### config.mk
export PLATFORM = sky130hd
export DESIGN_NAME = imem_loader
export DESIGN_NICKNAME = d
export VERILOG_FILES = /design/src/rtl/imem_loader_pkg.sv /design/src/rtl/imem_loader_byte_packer.sv /design/src/rtl/imem_loader.sv
export SDC_FILE = /design/constraint.sdc
export NUM_CORES = 1
export LEC_CHECK = 0
export BUFFER_PORTS_ARGS = -buffer_cell sky130_fd_sc_hd__buf_2
export CORE_MARGIN = 2
export CORE_UTILIZATION = 55
export DETAILED_ROUTE_END_ITERATION = 6
export PLACE_DENSITY_LB_ADDON = 0.1
export SYNTH_ARGS = -nofsm -noshare
export SYNTH_HDL_FRONTEND = slang
export SYNTH_SLANG_ARGS = --single-unit
### constraint.sdc
create_clock -name clk -period 3 [get_ports clk]
set_input_delay 0.6 -clock clk [delete_from_list [all_inputs] [get_ports clk]]
set_output_delay 0.6 -clock clk [all_outputs]
set_load 0.01 [all_outputs]
### src/rtl/imem_loader_pkg.sv
`default_nettype none
// ============================================================================
// Module      : imem_loader_pkg
// Description : Shared types and constants for the imem boot loader.
// Revision    : 1.0 - initial release
// ============================================================================

package imem_loader_pkg;

    typedef enum logic [2:0] {
        ST_IDLE = 3'd0,
        ST_LEN0 = 3'd1,
        ST_LEN1 = 3'd2,
        ST_DATA = 3'd3,
        ST_CSUM = 3'd4,
        ST_DONE = 3'd5,
        ST_ERR  = 3'd6
    } state_t;

    localparam logic [7:0] c_MAGIC_DEFAULT  = 8'hA5;
    localparam int         c_LEN_W          = 16;
    localparam int         c_BYTES_PER_WORD = 4;
    localparam logic [3:0] c_WEA_ALL        = 4'hF;
    localparam logic [7:0] c_CSUM_INIT      = 8'h00;

    // Frame bytes are only accepted while a frame can still be in progress.
    function automatic logic state_accepts(input state_t s);
        return !((s == ST_DONE) || (s == ST_ERR));
    endfunction

endpackage

`default_nettype wire

### src/rtl/imem_loader_byte_packer.sv
`default_nettype none
// ============================================================================
// Module      : imem_loader_byte_packer
// Description : Packs a little-endian byte stream into 32-bit words.
// Revision    : 1.0 - initial release
// ============================================================================

module imem_loader_byte_packer
    import imem_loader_pkg::*;
(
    input  logic        clk,
    input  logic        rst,
    input  logic        i_clear,
    input  logic        i_byte_valid,
    input  logic [7:0]  i_byte,
    output logic        o_last_lane,
    output logic        o_word_valid,
    output logic [31:0] o_word
);

    localparam logic [1:0] c_LAST_LANE = 2'(c_BYTES_PER_WORD - 1);

    logic [1:0]  r_lane;
    logic [23:0] r_shift;
    logic        r_word_valid;
    logic [31:0] r_word;

    always_ff @(posedge clk) begin
        if (rst) begin
            r_lane       <= 2'd0;
            r_shift      <= 24'd0;
            r_word_valid <= 1'b0;
            r_word       <= 32'd0;
        end else begin
            r_word_valid <= 1'b0;
            if (i_clear) begin
                r_lane <= 2'd0;
            end else if (i_byte_valid) begin
                r_lane  <= r_lane + 2'd1;
                r_shift <= {i_byte, r_shift[23:8]};
                // Earliest byte has shifted down to [7:0] by the fourth lane.
                if (r_lane == c_LAST_LANE) begin
                    r_word_valid <= 1'b1;
                    r_word       <= {i_byte, r_shift};
                end
            end
        end
    end

    assign o_last_lane  = (r_lane == c_LAST_LANE);
    assign o_word_valid = r_word_valid;
    assign o_word       = r_word;

endmodule

`default_nettype wire

### src/rtl/imem_loader.sv
`default_nettype none
// ============================================================================
// Module      : imem_loader
// Description : Frames a boot byte stream, writes it into imem, releases core.
// Revision    : 1.0 - initial release
// ============================================================================

module imem_loader
    import imem_loader_pkg::*;
#(
    parameter int         ADDR_W      = 14,
    parameter logic [7:0] MAGIC       = c_MAGIC_DEFAULT,
    parameter int         TIMEOUT_CYC = 100000
) (
    input  logic              clk,
    input  logic              rst,
    input  logic [7:0]        rx_data,
    input  logic              rx_valid,
    output logic              rx_ready,
    input  logic              restart,
    output logic              imem_ena,
    output logic [3:0]        imem_wea,
    output logic [ADDR_W-1:0] imem_addra,
    output logic [31:0]       imem_dina,
    output logic              core_rst,
    output logic              load_done,
    output logic              load_err
);

    localparam logic [31:0] c_MAX_WORDS    = 32'd1 << ADDR_W;
    localparam bit          c_TIMEOUT_EN   = (TIMEOUT_CYC > 0);
    localparam logic [31:0] c_TIMEOUT_LAST = c_TIMEOUT_EN ? 32'(TIMEOUT_CYC - 1) : 32'd0;

    state_t              r_state;
    state_t              w_state_nxt;
    logic                r_rx_ready;
    logic                r_core_rst;
    logic                r_load_done;
    logic                r_load_err;
    logic [ADDR_W-1:0]   r_addra;
    logic [c_LEN_W-1:0]  r_len;
    logic [ADDR_W:0]     r_word_idx;
    logic [7:0]          r_csum;
    logic [31:0]         r_timer;

    logic                w_xfer;
    logic                w_active;
    logic                w_enter_len0;
    logic                w_timeout;
    logic                w_data_byte;
    logic                w_word_done;
    logic                w_last_lane;
    logic                w_last_word;
    logic                w_word_valid;
    logic [31:0]         w_word;
    logic [c_LEN_W-1:0]  w_len_hdr;
    logic                w_len_too_big;

    assign w_xfer       = rx_valid & r_rx_ready;
    assign w_active     = (r_state == ST_LEN0) || (r_state == ST_LEN1) ||
                          (r_state == ST_DATA) || (r_state == ST_CSUM);
    assign w_enter_len0 = (r_state == ST_IDLE) && w_xfer && (rx_data == MAGIC);
    assign w_timeout    = c_TIMEOUT_EN && w_active && !w_xfer &&
                          (r_timer == c_TIMEOUT_LAST);
    assign w_data_byte  = (r_state == ST_DATA) && w_xfer;
    assign w_word_done  = w_data_byte && w_last_lane;
    assign w_last_word  = ((32'(r_word_idx) + 32'd1) == 32'(r_len));
    assign w_len_hdr    = {rx_data, r_len[7:0]};
    // A full-size image (exactly 2**ADDR_W words) is legal; only larger is rejected.
    assign w_len_too_big = (32'(w_len_hdr) > c_MAX_WORDS);

    imem_loader_byte_packer u_packer (
        .clk          (clk),
        .rst          (rst),
        .i_clear      (w_enter_len0),
        .i_byte_valid (w_data_byte),
        .i_byte       (rx_data),
        .o_last_lane  (w_last_lane),
        .o_word_valid (w_word_valid),
        .o_word       (w_word)
    );

    always_comb begin
        w_state_nxt = r_state;
        case (r_state)
            ST_IDLE: begin
                if (w_enter_len0) w_state_nxt = ST_LEN0;
            end
            ST_LEN0: begin
                if (w_xfer)         w_state_nxt = ST_LEN1;
                else if (w_timeout) w_state_nxt = ST_ERR;
            end
            ST_LEN1: begin
                if (w_xfer) begin
                    if (w_len_too_big)          w_state_nxt = ST_ERR;
                    else if (w_len_hdr == '0)   w_state_nxt = ST_CSUM;
                    else                        w_state_nxt = ST_DATA;
                end else if (w_timeout) begin
                    w_state_nxt = ST_ERR;
                end
            end
            ST_DATA: begin
                if (w_word_done && w_last_word) w_state_nxt = ST_CSUM;
                else if (w_timeout)             w_state_nxt = ST_ERR;
            end
            ST_CSUM: begin
                if (w_xfer)         w_state_nxt = (rx_data == r_csum) ? ST_DONE : ST_ERR;
                else if (w_timeout) w_state_nxt = ST_ERR;
            end
            ST_DONE, ST_ERR: begin
                if (restart) w_state_nxt = ST_IDLE;
            end
            default: w_state_nxt = ST_IDLE;
        endcase
    end

    always_ff @(posedge clk) begin
        if (rst) begin
            r_state     <= ST_IDLE;
            r_rx_ready  <= 1'b1;
            r_core_rst  <= 1'b1;
            r_load_done <= 1'b0;
            r_load_err  <= 1'b0;
            r_addra     <= '0;
            r_len       <= '0;
            r_word_idx  <= '0;
            r_csum      <= c_CSUM_INIT;
            r_timer     <= 32'd0;
        end else begin
            r_state     <= w_state_nxt;
            r_rx_ready  <= state_accepts(w_state_nxt);
            r_core_rst  <= (w_state_nxt != ST_DONE);
            r_load_done <= (w_state_nxt == ST_DONE);
            r_load_err  <= (w_state_nxt == ST_ERR);

            if (w_enter_len0) begin
                r_csum     <= c_CSUM_INIT;
                r_word_idx <= '0;
                r_timer    <= 32'd0;
            end else begin
                if (w_active) begin
                    if (w_xfer)            r_timer <= 32'd0;
                    else if (c_TIMEOUT_EN) r_timer <= r_timer + 32'd1;
                end
                if ((r_state == ST_LEN0) && w_xfer) r_len <= {8'h00, rx_data};
                if ((r_state == ST_LEN1) && w_xfer) r_len <= w_len_hdr;
                if (w_data_byte) r_csum <= r_csum ^ rx_data;
                // Address is latched alongside the packer's word so both land in the same cycle.
                if (w_word_done) begin
                    r_addra    <= r_word_idx[ADDR_W-1:0];
                    r_word_idx <= r_word_idx + (ADDR_W+1)'(1);
                end
            end
        end
    end

    assign rx_ready   = r_rx_ready;
    assign imem_ena   = w_word_valid;
    assign imem_wea   = w_word_valid ? c_WEA_ALL : 4'h0;
    assign imem_addra = r_addra;
    assign imem_dina  = w_word;
    assign core_rst   = r_core_rst;
    assign load_done  = r_load_done;
    assign load_err   = r_load_err;

endmodule

`default_nettype wire

==> results.py <==
metrics = {
    "critical_path": {
        "cp_slowest_stage_delay_ns": 0.44,
        "r2r-start": "r_word_idx[1]$_SDFFE_PP0P_",
        "reg2reg_slack_ns": 0.44,
        "ff2ff_path_depth": 8,
        "crit_required_ns": 3.32,
        "timing.rr.end": "rx_ready$_SDFF_PP1_",
        "start_kind": "flip-flop",
        "cp_num_buf_inv": 0,
        "slowest_stage": "dfxtp_1",
        "critPathCaptureType": "flip-flop",
        "critPathTopFamily": "compound AO/OA/AOI/OAI gates",
        "cp_max_fo": 10,
        "worstSetupPathType": "flip-flop to flip-flop",
        "path_cells": "ha_1, nand3_4, nor4_1, o22ai_1, a2111oi_4, o2111ai_2, a21oi_2, a21bo_1",
        "critPathArrivalTime_ns": 2.88,
    },
    "layout": {
        "final_nets": 921,
        "antennaDiodeCount": 0,
        "area_growth_pct": 13.3,
        "drive_gt1_share_pct": 14.6,
    },
    "min_path": {
        "hold_end": "imem_addra[11]$_SDFFE_PP0P_",
        "hp-class": "flip-flop to flip-flop",
        "min_from": "imem_addra[11]$_SDFFE_PP0P_",
        "min_delay_path_depth": 2,
    },
    "grt": {
        "antenna_found_initial": 0,
        "grt.total_usage_pct": 27.7,
        "overflow": 0,
        "grt_pass1_wl_um": 29200,
        "grt_max_degree": 62,
        "grt_pass1_vias": 6000,
    },
    "clock_network": {
        "holdBufCountCts": 0,
        "cts_setup_buffers": 0,
        "max-clock-path-buffers": 2,
        "cts_tree": "done",
        "clk_latency_ns": 0.43,
        "cts_resized": 0,
        "cts_buffers": 17,
        "clkSinkCount": 151,
        "clk_pin_slew_worst_paths_ns": 0.06,
        "htreeDepth": 4,
        "cts_root_buffer": "clkbuf_16",
    },
    "die": {
        "io_pins": 67,
        "die_y_um": 116,
        "fp.dieW_um": 116,
        "coreArea_um2": 12100,
        "die_area_um2": 13400,
        "num_rows": 40,
        "start_util_pct": 56.9,
    },
    "timing": {
        "rsz0062_at_grt": "no",
        "fin_tns_setup_ns": 0,
        "clock.fmax_mhz": 390,
        "fin_crit_sh_pct": 85.4,
        "drv_slew": 0,
        "max-slew-margin-rel_pct": 60.3,
        "setup_viol": 0,
        "hold-worst-slack_ns": 0.451,
        "skew_ns": 0.00763,
        "period_needed_ns": 2.56,
        "finalHoldViolCount": 0,
        "tightest_slew_ns": 0.588,
    },
    "power_and_ir_drop": {
        "p_leak_uw": 0.00280,
        "power.total_uw": 4090,
        "power_density_nw_per_um2": 523,
        "peakVddDrop_mv": 0.388,
    },
    "synthesis": {
        "synthesis.area_um2": 6890,
        "synth_top_area_cell": "dfxtp_1",
        "synth_nets": 885,
        "ys.flop_type": "dfxtp_1",
        "netlist.area_leader.share_pct": 43.8,
        "synth_edf_count": 0,
        "synth-async-reset-ratio_pct": 0,
        "yosysUniqueCellTypes": 64,
        "synth.most_common_cell": "nand2_1",
        "yosys-top-cells-count": "nand2_1 (186), dfxtp_1 (151), a21oi_1 (109), nor2_1 (83), clkbuf_1 (40)",
        "ys_seq_area_share_pct": 43.8,
        "synth-seq-cells": 151,
        "synthTopCellsByArea": "dfxtp_1 (44%), nand2_1 (10%), a21oi_1 (7.9%)",
        "syn-mean-instance-area_um2": 7.92,
        "netlist_instances": 870,
        "synth_warnings": 0,
    },
    "placement": {
        "place.gp.congestion": 0.944,
        "io_buffers": 66,
        "dp_hpwl_um": 12500,
    },
    "drt": {
        "wl_per_cell_um": 16.5,
        "drtAntennaViolNets": 0,
        "drtPass1Iterations": 7,
        "drt-vias-per-instance": 5.83,
        "drc_errors": 0,
        "drt-total-wl_um": 18000,
        "vias": 6332,
        "initialDrtViolationCount": 599,
    },
    "run": {
        "maxCapViolCount": 0,
    },
    "run_status": {
        "status": "completed",
    },
}
==> per-layer routing <==
layer	global-route usage, %	up-vias	wire length (um)
met2	44.4	254	8540
met4	9.84	0	368
li1	-	3053	-
met3	7.22	35	1240
met1	36.4	2990	7830
met5	0	-	0
==> worst min-delay path, stage by stage, from the launching register on <==
cell and delay (ns):
dfxtp_1 0.30, nand2_1 0.05, a21oi_1 0.05
==> worst max-delay path by stage <==
stage	endpoint	cells after the start	slack [ns]	from
after floorplan	rx_ready$_SDFF_PP1_	8	0.73	r_word_idx[0]$_SDFFE_PP0P_
after CTS	rx_ready$_SDFF_PP1_	8	0.45	r_word_idx[1]$_SDFFE_PP0P_
final	rx_ready$_SDFF_PP1_	8	0.44	r_word_idx[1]$_SDFFE_PP0P_
after detailed placement	rx_ready$_SDFF_PP1_	8	0.46	r_word_idx[1]$_SDFFE_PP0P_
after global routing	rx_ready$_SDFF_PP1_	8	0.24	r_word_idx[1]$_SDFFE_PP0P_
after global placement	rx_ready$_SDFF_PP1_	8	0.54	r_word_idx[1]$_SDFFE_PP0P_
==> cell type report <==
class                           instances  area (um2)
Clock inverter                         14         119
Inverter                                6        22.5
Timing Repair Buffer                   85         473
Tap cell                              168         210
Clock buffer                           18         429
Multi-Input combinational cell        645        3540
Sequential cell                       151        3020
Fill cell                            1109        4300
==> flip-flops by register name, indices dropped and copies added, names as in the netlist, 2 cells and up <==
signal and flops:
u_packer.r_lane 2, u_packer.o_word 32, u_packer.r_shift 24, r_len 16, r_timer 32, r_word_idx 15
r_state 3, r_csum 8, imem_addra 14
==> kinds of logic after synthesis <==
family	after synthesis	synth area share (%)
AND/OR/NAND/NOR	397	27.2
AO/OA/AOI/OAI	187	16.1
flip-flops	151	43.8
buffers and inverters	74	4.95
XOR/XNOR	56	7.11
adder cells (fa/ha/maj)	3	0.545
multiplexers	2	0.309
==> where the power goes <==
part           switching [uW]  internal (uW)  leakage, uW  total (uW)
Combinational            66.6           21.5      0.00133        88.1
Sequential              0.364           2000      0.00122        2000
Clock                     916           1080     0.000251        1990
==> metrics by stage <==
step | setup slack, ns | area [um2] | util (%) | instances
6_report | 0.439 | 7810 | 64.5 | 1087
5_1_grt | 0.236 | 7810 | 64.5 | 1087
4_1_cts | 0.446 | 7810 | 64.5 | 1087
3_5_place_dp | 0.461 | 7270 | 60.0 | 1055
3_3_place_gp | 0.536 | 7270 | 60.0 | 1055
2_1_floorplan | 0.729 | 6890 | - | 870
==> cells in the final DEF, fill, tap and decap left out, drive strengths merged, types with 17 or more instances in the layout <==
master / netlist / final
dfxtp: 151 / 151
a21oi: 110 / 110
clkbuf: 40 / 18
nor2: 83 / 83
nand2: 186 / 186
xor2: 29 / 29
nand4: 17 / 17
o21ai: 29 / 29
nand3: 28 / 28
buf: 28 / 85
xnor2: 27 / 27
Power figures use the tool's default switching activity.
